<file path="src/rtl/rv32i_lsu_pkg.sv">
// Shared types and helpers for the RV32I load/store sequencer.
// Holds the funct3 and state encodings, the default memory depth and the
// size/lane-mask helpers used both at request accept and in the align logic.
package rv32i_lsu_pkg;

  localparam int MEM_WORDS_DEFAULT = 256;

  // RV32I load/store width encodings (stores use LB/LH/LW codes as SB/SH/SW)
  typedef enum logic [2:0] {
    LB  = 3'b000,
    LH  = 3'b001,
    LW  = 3'b010,
    LBU = 3'b100,
    LHU = 3'b101
  } funct3_t;

  typedef enum logic [1:0] {
    IDLE = 2'd0,
    ACC0 = 2'd1,
    ACC1 = 2'd2,
    RESP = 2'd3
  } state_t;

  // Access size in bytes from funct3[1:0]; 11 is illegal and is faulted elsewhere
  function automatic logic [2:0] access_size(input logic [1:0] sz);
    case (sz)
      2'b00:   return 3'd1;
      2'b01:   return 3'd2;
      default: return 3'd4;
    endcase
  endfunction

  // Seven-lane byte mask spanning the addressed word and the next one
  function automatic logic [6:0] lane_mask(input logic [1:0] sz, input logic [1:0] off);
    logic [6:0] base;
    case (sz)
      2'b00:   base = 7'b0000001;
      2'b01:   base = 7'b0000011;
      default: base = 7'b0001111;
    endcase
    return base << off;
  endfunction

  // Stores only allow the signed-width codes; loads additionally allow LBU/LHU
  function automatic logic funct3_legal(input logic [2:0] f3, input logic we);
    case (f3)
      LB, LH, LW: return 1'b1;
      LBU, LHU:   return !we;
      default:    return 1'b0;
    endcase
  endfunction

endpackage

</file>
<file path="src/rtl/data_mem_align.sv">
// Combinational lane alignment for data_mem_ctrl.
// Produces the byte mask and lane-shifted store data for either word half of
// an access (hi selects the second word), and extracts/extends load data
// from the 64-bit capture buffer.
module data_mem_align
  import rv32i_lsu_pkg::*;
(
  input  logic [2:0]  funct3,
  input  logic [1:0]  off,
  input  logic        hi,
  input  logic [31:0] wdata,
  input  logic [63:0] load_buf,
  output logic [3:0]  half_mask,
  output logic [31:0] half_data,
  output logic [31:0] load_data
);

  logic [6:0]  wide_mask;
  logic [63:0] wide_data;
  logic [31:0] shifted;

  // Store side: build the two-word mask/data and pick the half being issued
  always_comb begin
    wide_mask = lane_mask(funct3[1:0], off);
    wide_data = {32'h0, wdata} << {off, 3'b000};
    half_mask = hi ? {1'b0, wide_mask[6:4]} : wide_mask[3:0];
    half_data = hi ? wide_data[63:32] : wide_data[31:0];
  end

  // Load side: right-justify the addressed bytes, then sign- or zero-extend
  always_comb begin
    shifted = 32'(load_buf >> {off, 3'b000});
    case (funct3)
      LB:      load_data = {{24{shifted[7]}}, shifted[7:0]};
      LH:      load_data = {{16{shifted[15]}}, shifted[15:0]};
      LBU:     load_data = {24'h0, shifted[7:0]};
      LHU:     load_data = {16'h0, shifted[15:0]};
      default: load_data = shifted;
    endcase
  end

endmodule

</file>
<file path="src/rtl/data_mem_ctrl.sv">
// Load/store sequencer between the RV32I execute stage and a 32-bit-wide
// data memory with byte-masked synchronous write and combinational read.
// Optional feature macro: DATA_MEM_CTRL_SPLIT_EN -- when defined, accesses
// that cross a word boundary run as two back-to-back word accesses
// (ACC0 then ACC1); when undefined, any crossing access faults.
module data_mem_ctrl
  import rv32i_lsu_pkg::*;
#(
  parameter int MEM_WORDS = MEM_WORDS_DEFAULT,
  parameter int IDX_W     = $clog2(MEM_WORDS)
) (
  input  logic             clk,
  input  logic             rst,
  input  logic             req_valid,
  output logic             req_ready,
  input  logic             req_we,
  input  logic [2:0]       req_funct3,
  input  logic [31:0]      req_addr,
  input  logic [31:0]      req_wdata,
  output logic             resp_valid,
  output logic [31:0]      resp_rdata,
  output logic             resp_fault,
  output logic [IDX_W-1:0] mem_addr,
  output logic [31:0]      mem_wdata,
  output logic             mem_wr,
  output logic [3:0]       mem_mask,
  input  logic [31:0]      mem_rdata
);

  localparam logic [32:0] LAST_BYTE = 33'(4 * MEM_WORDS - 1);

  state_t state_reg, state_next;

  logic             we_reg;
  logic [2:0]       funct3_reg;
  logic [IDX_W-1:0] idx_reg;
  logic [1:0]       off_reg;
  logic [31:0]      wdata_reg;
  logic             fault_reg;
  logic [31:0]      buf_lo_reg;
`ifdef DATA_MEM_CTRL_SPLIT_EN
  logic             cross_reg;
  logic [31:0]      buf_hi_reg;
`endif

  logic        accept;
  logic [2:0]  req_size;
  logic [32:0] req_last;
  logic [6:0]  req_mask;
  logic        req_cross;
  logic        req_fault;
  logic        hi;
  logic [63:0] load_buf;
  logic [3:0]  half_mask;
  logic [31:0] half_data;
  logic [31:0] load_data;

  assign accept = (state_reg == IDLE) && req_valid;

  // Validate the incoming request: funct3, address range and word crossing
  always_comb begin
    req_size  = access_size(req_funct3[1:0]);
    req_last  = {1'b0, req_addr} + {30'h0, req_size} - 33'd1;
    req_mask  = lane_mask(req_funct3[1:0], req_addr[1:0]);
    req_cross = |req_mask[6:4];
`ifdef DATA_MEM_CTRL_SPLIT_EN
    req_fault = !funct3_legal(req_funct3, req_we) || (req_last > LAST_BYTE);
`else
    req_fault = !funct3_legal(req_funct3, req_we) || (req_last > LAST_BYTE) || req_cross;
`endif
  end

  // The second-word half is only ever selected while in ACC1
  assign hi = (state_reg == ACC1);

`ifdef DATA_MEM_CTRL_SPLIT_EN
  assign load_buf = {buf_hi_reg, buf_lo_reg};
`else
  assign load_buf = {32'h0, buf_lo_reg};
`endif

  data_mem_align u_align (
    .funct3    (funct3_reg),
    .off       (off_reg),
    .hi        (hi),
    .wdata     (wdata_reg),
    .load_buf  (load_buf),
    .half_mask (half_mask),
    .half_data (half_data),
    .load_data (load_data)
  );

  // State register; reset aborts any access in flight without a response
  always_ff @(posedge clk or posedge rst) begin
    if (rst) begin
      state_reg <= IDLE;
    end else begin
      state_reg <= state_next;
    end
  end

  // Latch the request at accept and capture load data during each access
  always_ff @(posedge clk or posedge rst) begin
    if (rst) begin
      we_reg     <= 1'b0;
      funct3_reg <= 3'b000;
      idx_reg    <= '0;
      off_reg    <= 2'b00;
      wdata_reg  <= 32'h0;
      fault_reg  <= 1'b0;
      buf_lo_reg <= 32'h0;
`ifdef DATA_MEM_CTRL_SPLIT_EN
      cross_reg  <= 1'b0;
      buf_hi_reg <= 32'h0;
`endif
    end else if (accept) begin
      we_reg     <= req_we;
      funct3_reg <= req_funct3;
      idx_reg    <= req_addr[IDX_W+1:2];
      off_reg    <= req_addr[1:0];
      wdata_reg  <= req_wdata;
      fault_reg  <= req_fault;
      buf_lo_reg <= 32'h0;
`ifdef DATA_MEM_CTRL_SPLIT_EN
      cross_reg  <= req_cross;
      buf_hi_reg <= 32'h0;
`endif
    end else if (state_reg == ACC0 && !we_reg) begin
      buf_lo_reg <= mem_rdata;
`ifdef DATA_MEM_CTRL_SPLIT_EN
    end else if (state_reg == ACC1 && !we_reg) begin
      buf_hi_reg <= mem_rdata;
`endif
    end
  end

  // Next-state and output decode; memory strobes stay low outside accesses
  always_comb begin
    state_next = state_reg;
    req_ready  = 1'b0;
    resp_valid = 1'b0;
    resp_rdata = 32'h0;
    resp_fault = 1'b0;
    mem_addr   = '0;
    mem_wdata  = 32'h0;
    mem_wr     = 1'b0;
    mem_mask   = 4'h0;
    case (state_reg)
      IDLE: begin
        req_ready = 1'b1;
        if (req_valid) state_next = ACC0;
      end
      ACC0: begin
        mem_addr  = idx_reg;
        mem_wdata = half_data;
        if (!fault_reg) begin
          mem_wr   = we_reg;
          mem_mask = half_mask;
        end
`ifdef DATA_MEM_CTRL_SPLIT_EN
        state_next = (cross_reg && !fault_reg) ? ACC1 : RESP;
`else
        state_next = RESP;
`endif
      end
`ifdef DATA_MEM_CTRL_SPLIT_EN
      ACC1: begin
        mem_addr   = idx_reg + IDX_W'(1);
        mem_wdata  = half_data;
        mem_wr     = we_reg;
        mem_mask   = half_mask;
        state_next = RESP;
      end
`endif
      RESP: begin
        resp_valid = 1'b1;
        resp_fault = fault_reg;
        resp_rdata = (!we_reg && !fault_reg) ? load_data : 32'h0;
        state_next = IDLE;
      end
      default: state_next = IDLE;
    endcase
  end

endmodule

</file>
<file path="config.mk">
export PLATFORM = sky130hd
export DESIGN_NAME = data_mem_ctrl
export DESIGN_NICKNAME = d
export VERILOG_FILES = /design/src/rtl/rv32i_lsu_pkg.sv /design/src/rtl/data_mem_align.sv /design/src/rtl/data_mem_ctrl.sv
export SDC_FILE = /design/constraint.sdc
export NUM_CORES = 1
export LEC_CHECK = 0
export CORE_ASPECT_RATIO = 1.75
export CORE_MARGIN = 2
export CORE_UTILIZATION = 44
export DETAILED_ROUTE_END_ITERATION = 6
export PLACE_DENSITY = 0.82
export SETUP_SLACK_MARGIN = 0.1
export SLEW_MARGIN = 25
export SYNTH_ARGS = -nofsm -noshare
export SYNTH_HDL_FRONTEND = slang
export SYNTH_SLANG_ARGS = --single-unit
</file>
<file path="constraint.sdc">
create_clock -name clk -period 3 [get_ports clk]
set_clock_uncertainty 0.15 [all_clocks]
set_input_delay 0.9 -clock clk [delete_from_list [all_inputs] [get_ports clk]]
set_output_delay 0.9 -clock clk [all_outputs]
set_load 0.01 [all_outputs]
</file>
# Word level (Yosys, flattened, before mapping)
# Cells that the tools add are included.
totals:
  register_bits: 81
  inputBits: 103
  wordCells: 68
classes:
  shifts: 4
  reduce_logical: 18
  muxes: 22
  n_addsub: 2
  eq_ne: 13
  n_lt_le_gt_ge: 1
op_table:
  columns: ["operator", "n"]
  rows:
  - ["32-bit 2-to-1 mux", 6]
  - ["32-bit case mux with 4 select lines", 1]
  - ["32-bit by 5-bit << shifter with 64-bit output", 1]
  - ["32-bit by 3-bit adder with 33-bit output", 1]
  - ["33-bit by 10-bit > comparator with 1-bit output, second input constant", 1]
  - ["33-bit by 1-bit subtractor with 33-bit output, second input constant", 1]
  - ["32-bit by 5-bit right shift with 32-bit output", 1]
  - ["4-bit case mux with 2 select lines", 2]
  - ["3-bit == test, second input constant", 4]
  - ["4-bit 2-to-1 mux", 3]
  - ["8-bit 2-to-1 mux", 1]
  - ["4-bit by 2-bit << shifter with 7-bit output", 1]
  - ["7-bit by 2-bit << shifter with 7-bit output", 1]
  - ["2-bit by 1-bit == test with 1-bit output, second input constant", 3]
  - ["3-bit by 1-bit == test with 1-bit output, second input constant", 2]
  - ["2-bit logical NOT", 3]
  - ["3-bit logical NOT", 2]
  - ["3-bit case mux with 2 select lines", 1]
  - ["3-bit OR reduction", 2]
  - ["1-bit 2-to-1 mux", 5]
  - ["2-bit == test, second input constant", 2]
  - ["1-bit logical NOT", 4]
  - ["2-bit case mux with 2 select lines", 1]
  - ["3-bit by 2-bit == test with 1-bit output, second input constant", 1]
  - ["other kinds (7)", 10]

# Depth between registers and ports, before layout
logic_depth:
  word_depth: 7
  mapped_depth: 15
  ltp_nobuf: 15

# Cells and area by module
# Synthesis repeated with hierarchy kept, for this count alone.
unflattened:
  hier_cells: 798
  area_unflattened_um2: 7430.9
modules_own_cells:
  columns: ["mod", "cells_per_inst", "area_each_um2", "instances", "seq_area_each_um2"]
  rows:
  - ["data_mem_ctrl", 579, 5502.8, 1, 2026.9]
  - ["data_mem_align", 219, 1928.1, 1, 0.0]

# Worst setup path before layout
# Ideal clock, no wire load.
synth_timing:
  kind: "input port to flip-flop"
  start: "input port req_funct3[1]"
  end: "register fault_reg"
  t_arrival_ns: 3.521
  stages: 14
  setup_slack_ns: -0.807
  path_cell_list: "inv_1 > nand2_1 > ha_1 > inv_1 > ha_1 > fa_1 > a211oi_1 > o21ai_1 > a31oi_1 > a32oi_1 > a31o_1 > a2111o_1 > a2111oi_1 > a31oi_1"
synth_between:
  elab_chain_cells: 7
  word_cells_on_any_way: 20
synth_rtl:
  columns: ["item", "line_no", "source"]
  rows:
  - ["start: declaration", "data_mem_ctrl.sv:17", "input logic [2:0] req_funct3,"]
  - ["2-bit by 1-bit == test with 1-bit output or 2-bit logical NOT (tied branches)", "rv32i_lsu_pkg.sv:26, rv32i_lsu_pkg.sv:36", null]
  - ["3-bit case mux with 2 select lines", "rv32i_lsu_pkg.sv:26", "case (sz)"]
  - ["32-bit by 3-bit adder with 33-bit output", "data_mem_ctrl.sv:63", "req_last = {1'b0, req_addr} + {30'h0, req_size} - 33'd1;"]
  - ["33-bit by 1-bit subtractor with 33-bit output", "data_mem_ctrl.sv:63", null]
  - ["33-bit by 10-bit > comparator with 1-bit output", "data_mem_ctrl.sv:69", "req_fault = !funct3_legal(req_funct3, req_we) || (req_last > LAST_BYTE) || req_cross;"]
  - ["1-bit logical OR", "data_mem_ctrl.sv:69", null]
  - ["1-bit logical OR *", "data_mem_ctrl.sv:69", null]
  - ["end signal: assignment", "data_mem_ctrl.sv:122", "fault_reg <= req_fault;"]
  - ["end: declaration", "data_mem_ctrl.sv:39", "logic fault_reg;"]
# Every way passes the cells marked *; elsewhere a longest branch is shown, timed or not.
# A chain may end at the register's enable or synchronous reset.

# Final worst setup path
layout_timing:
  start: "register off_reg[0]"
  end: "output port resp_rdata[24]"
layout_between:
  elab_chain_cells: 4
layout_rtl:
  columns: ["item", "line_no", "source"]
  rows:
  - ["start: declaration", "data_mem_ctrl.sv:37", "logic [1:0] off_reg;"]
  - ["start signal: assignment", "data_mem_ctrl.sv:120", "off_reg <= req_addr[1:0];"]
  - ["32-bit by 5-bit right shift with 32-bit output", "data_mem_align.sv:32", "shifted = 32'(load_buf >> {off, 3'b000});"]
  - ["32-bit case mux with 4 select lines", "data_mem_align.sv:33", "case (funct3)"]
  - ["32-bit 2-to-1 mux", "data_mem_ctrl.sv:178", "resp_rdata = (!we_reg && !fault_reg) ? load_data : 32'h0;"]
  - ["32-bit 2-to-1 mux", "data_mem_ctrl.sv:148", "case (state_reg)"]
  - ["end: declaration", "data_mem_ctrl.sv:21", "output logic [31:0] resp_rdata,"]
# Every way passes these cells.

==> run metrics <==
#FFs+latches synth=a little over 80; GR Util All Layers=0.3003; max-cap check violation count=0; period utilization=1.214; Post-Place Setup Slack=-1429 ps; H-tree Lvls=3; Synth Instances=roughly 700; r2r setup slk=roughly 350 ps; Power Density=between 800 and 900 nW/um^2; CP Launch Type=flip-flop; Post-CTS Hold Fix Bufs=0; FF-to-FF End=fault_reg; count of final max-slew check failures=0; vias per cell=a little over 6; crit path DAT=between 2000 and 3000 ps; Initial Utilization=0.4483; syn_area_per_cell=8.848 sq um; GRT overflow=0; FMAX=between 200 and 300 MHz; Final HPWL DP=about 16 mm; final setup fails=54; total negative setup slack=-15,810 ps; Clock Sinks=81; synth top area cells=dfrtp_1 33%, mux2_2 10%, ha_1 6.9%, a22o_1 4.8%, a21oi_1 4.5%; syn_nets=approximately 840; CTS Root Cell=clkbuf_16; Final Hold Fails=0; YS warnings=0; Die X=roughly 94 um; most frequent cells in the layout=129 x buf_4, 87 x clkdlybuf4s50_1, 78 x dfrtp_1; Leakage=around 4.9 nW; Seq/Total Area, Yosys=0.3268; GPL Wtd Cong=approximately 0.95; Hold WC Path Type=flip-flop to flip-flop; first-pass GRT wire length=35.62 mm; RSZ-0062 raised after global routing=yes; commonest non-fill, non-tap cell in the layout=buf_4; Synth top area share=0.3268; # diodes=0; vias in the first global route=between 7,000 and 8,000; cell taking the most area after synthesis=dfrtp_1; I/O Buffers=roughly 180; Worst-Margin Slew=approximately 700 ps; status=complete, but fails checks; number of placed I/O pins=~180; ys flop type=dfrtp_1; Critical Path Sink Type=output port; Slew HR=0.5369; clock transition at the registers of the reported paths=approximately 70 ps; PnR Total Power=about 0.0087 W; R2R depth=10; worst-skew pair later-pin latency=340 ps; Total Nets Final=~1,200; dpl cell area=a little over 9000 sq um; Worst Setup Path Type=flip-flop to output port; cell area after synthesis=6202 sq um; antenna violations before repair=0; first-pass detailed-route iteration total=5; cell area after layout=around 11,000 sq um; critical path peak fanout=4; drc violations=0; maximum vdd drop=434.8 uV; initial DRC count=508; Rows=between 50 and 60; Routed Wire Length=~26 mm; share of cells above drive strength 1=0.4488; Post-DRT Antenna Nets=0; WL per Instance=about 22 um; CP required=roughly 2000 ps; number of synthesized flops with an enable pin=0; CTS tree=done; Core ar.=about 14,000 sq um; WHS Endpoint=idx_reg[7]; maximum buffer depth of the clock tree=2; area grow syn2layout=72.42%; Worst R2R Start=state_reg[1]; largest net degree at the start of global routing=82; hold path depth=1; asr flop ratio synth=1.000; Final Util=0.7729; Die Ht=around 160 um; PnR worst setup slack=-641.2 ps; die area=~15,000 sq um; failing checks=setup timing; CTS buffer count=9; post-route minimum period=~3600 ps; Synth cell types=58; Vias=between 7,000 and 8,000; Hold Startpoint=idx_reg[7]
==> final cells by class <==
class	instances	area, sq um
Fill cell	864	3142
Clock buffer	9	225.2
Clock inverter	7	60.06
Tap cell	177	221.5
Timing Repair Buffer	354	3244
Sequential cell	81	2033
Multi-Input combinational cell	523	4702
Inverter	51	207.7
==> where the power goes <==
part | internal [W] | switching, W | leakage [nW]
Clock | 0.000580 | 0.000533 | 0.143
Combinational | 0.00275 | 0.00274 | 3.80
Sequential | 0.00159 | 0.000480 | 0.990
Total | 0.00493 | 0.00376 | 4.93
==> timing repair <==
item / in CTS / in global routing
pin swaps: 40 / 63
setup buffers: 22 / 19
resized for setup: 320 / 218
gates cloned: 4 / 1
setup endpoints to repair: 78 / 62
==> kinds of logic (layout without fill, tap and decap cells) <==
family	Yosys count	count (layout)	synth area share
AO/OA/AOI/OAI	213	213	0.2393
XOR/XNOR	11	11	0.01553
adder cells (fa/ha/maj)	35	35	0.07182
buffers and inverters	97	421	0.05931
flip-flops	81	81	0.3268
multiplexers	80	80	0.1406
AND/OR/NAND/NOR	184	184	0.1467
==> metrics by stage <==
step	cells	hold slack, ps
after floorplan	701	308.4
after global placement	1146	326.7
after detailed placement	1146	324.6
after CTS	1188	345.2
after global routing	1202	371.5
final	1202	347.7
==> critical path, cell delays in order (launching register included) <==
cell     delay, ps
dfrtp_4        530
mux2i_1        150
nor2_1         180
a21oi_4         60
or3_4          400
nand2_4        100
o21ai_4         80
buf_6          160
buf_12         120
buf_8          120
buf_6          120
a21oi_4        110
buf_6          120
==> cell usage after synthesis (6+ instances only) <==
library cell and number:
nor3_1 8, mux2i_1 23, o211ai_1 10, and2_1 21, inv_1 51, a31oi_1 6
nand2b_1 12, ha_1 34, mux2_2 56, a211oi_1 34, nor2b_1 20, a21oi_1 56
clkbuf_1 38, o22a_1 6, o21ai_0 24, nor2_1 43, a22o_1 34, dfrtp_1 81
nand4_1 7, nand2_1 51, nor4_1 6, xnor2_1 7
==> worst max-delay path by stage <==
stage                     endpoint     startpoint  depth (start not counted)
CTS                      fault_reg  req_funct3[1]                         18
global placement         fault_reg  req_funct3[1]                         16
detailed placement       fault_reg  req_funct3[1]                         16
finish              resp_rdata[24]     off_reg[0]                         12
floorplan                fault_reg  req_funct3[1]                         14
global route             fault_reg  req_funct3[0]                         16
==> metal layers <==
layer  track usage  vias to the layer above  wire length, um
met4        0.1983                        0             1942
met1        0.3039                     3545             8699
met2        0.5578                      414            14060
met3       0.03731                      136             1572
li1              -                     3202                -
met5             0                        -                0
Note: power is estimated with default switching activity, not from simulation.
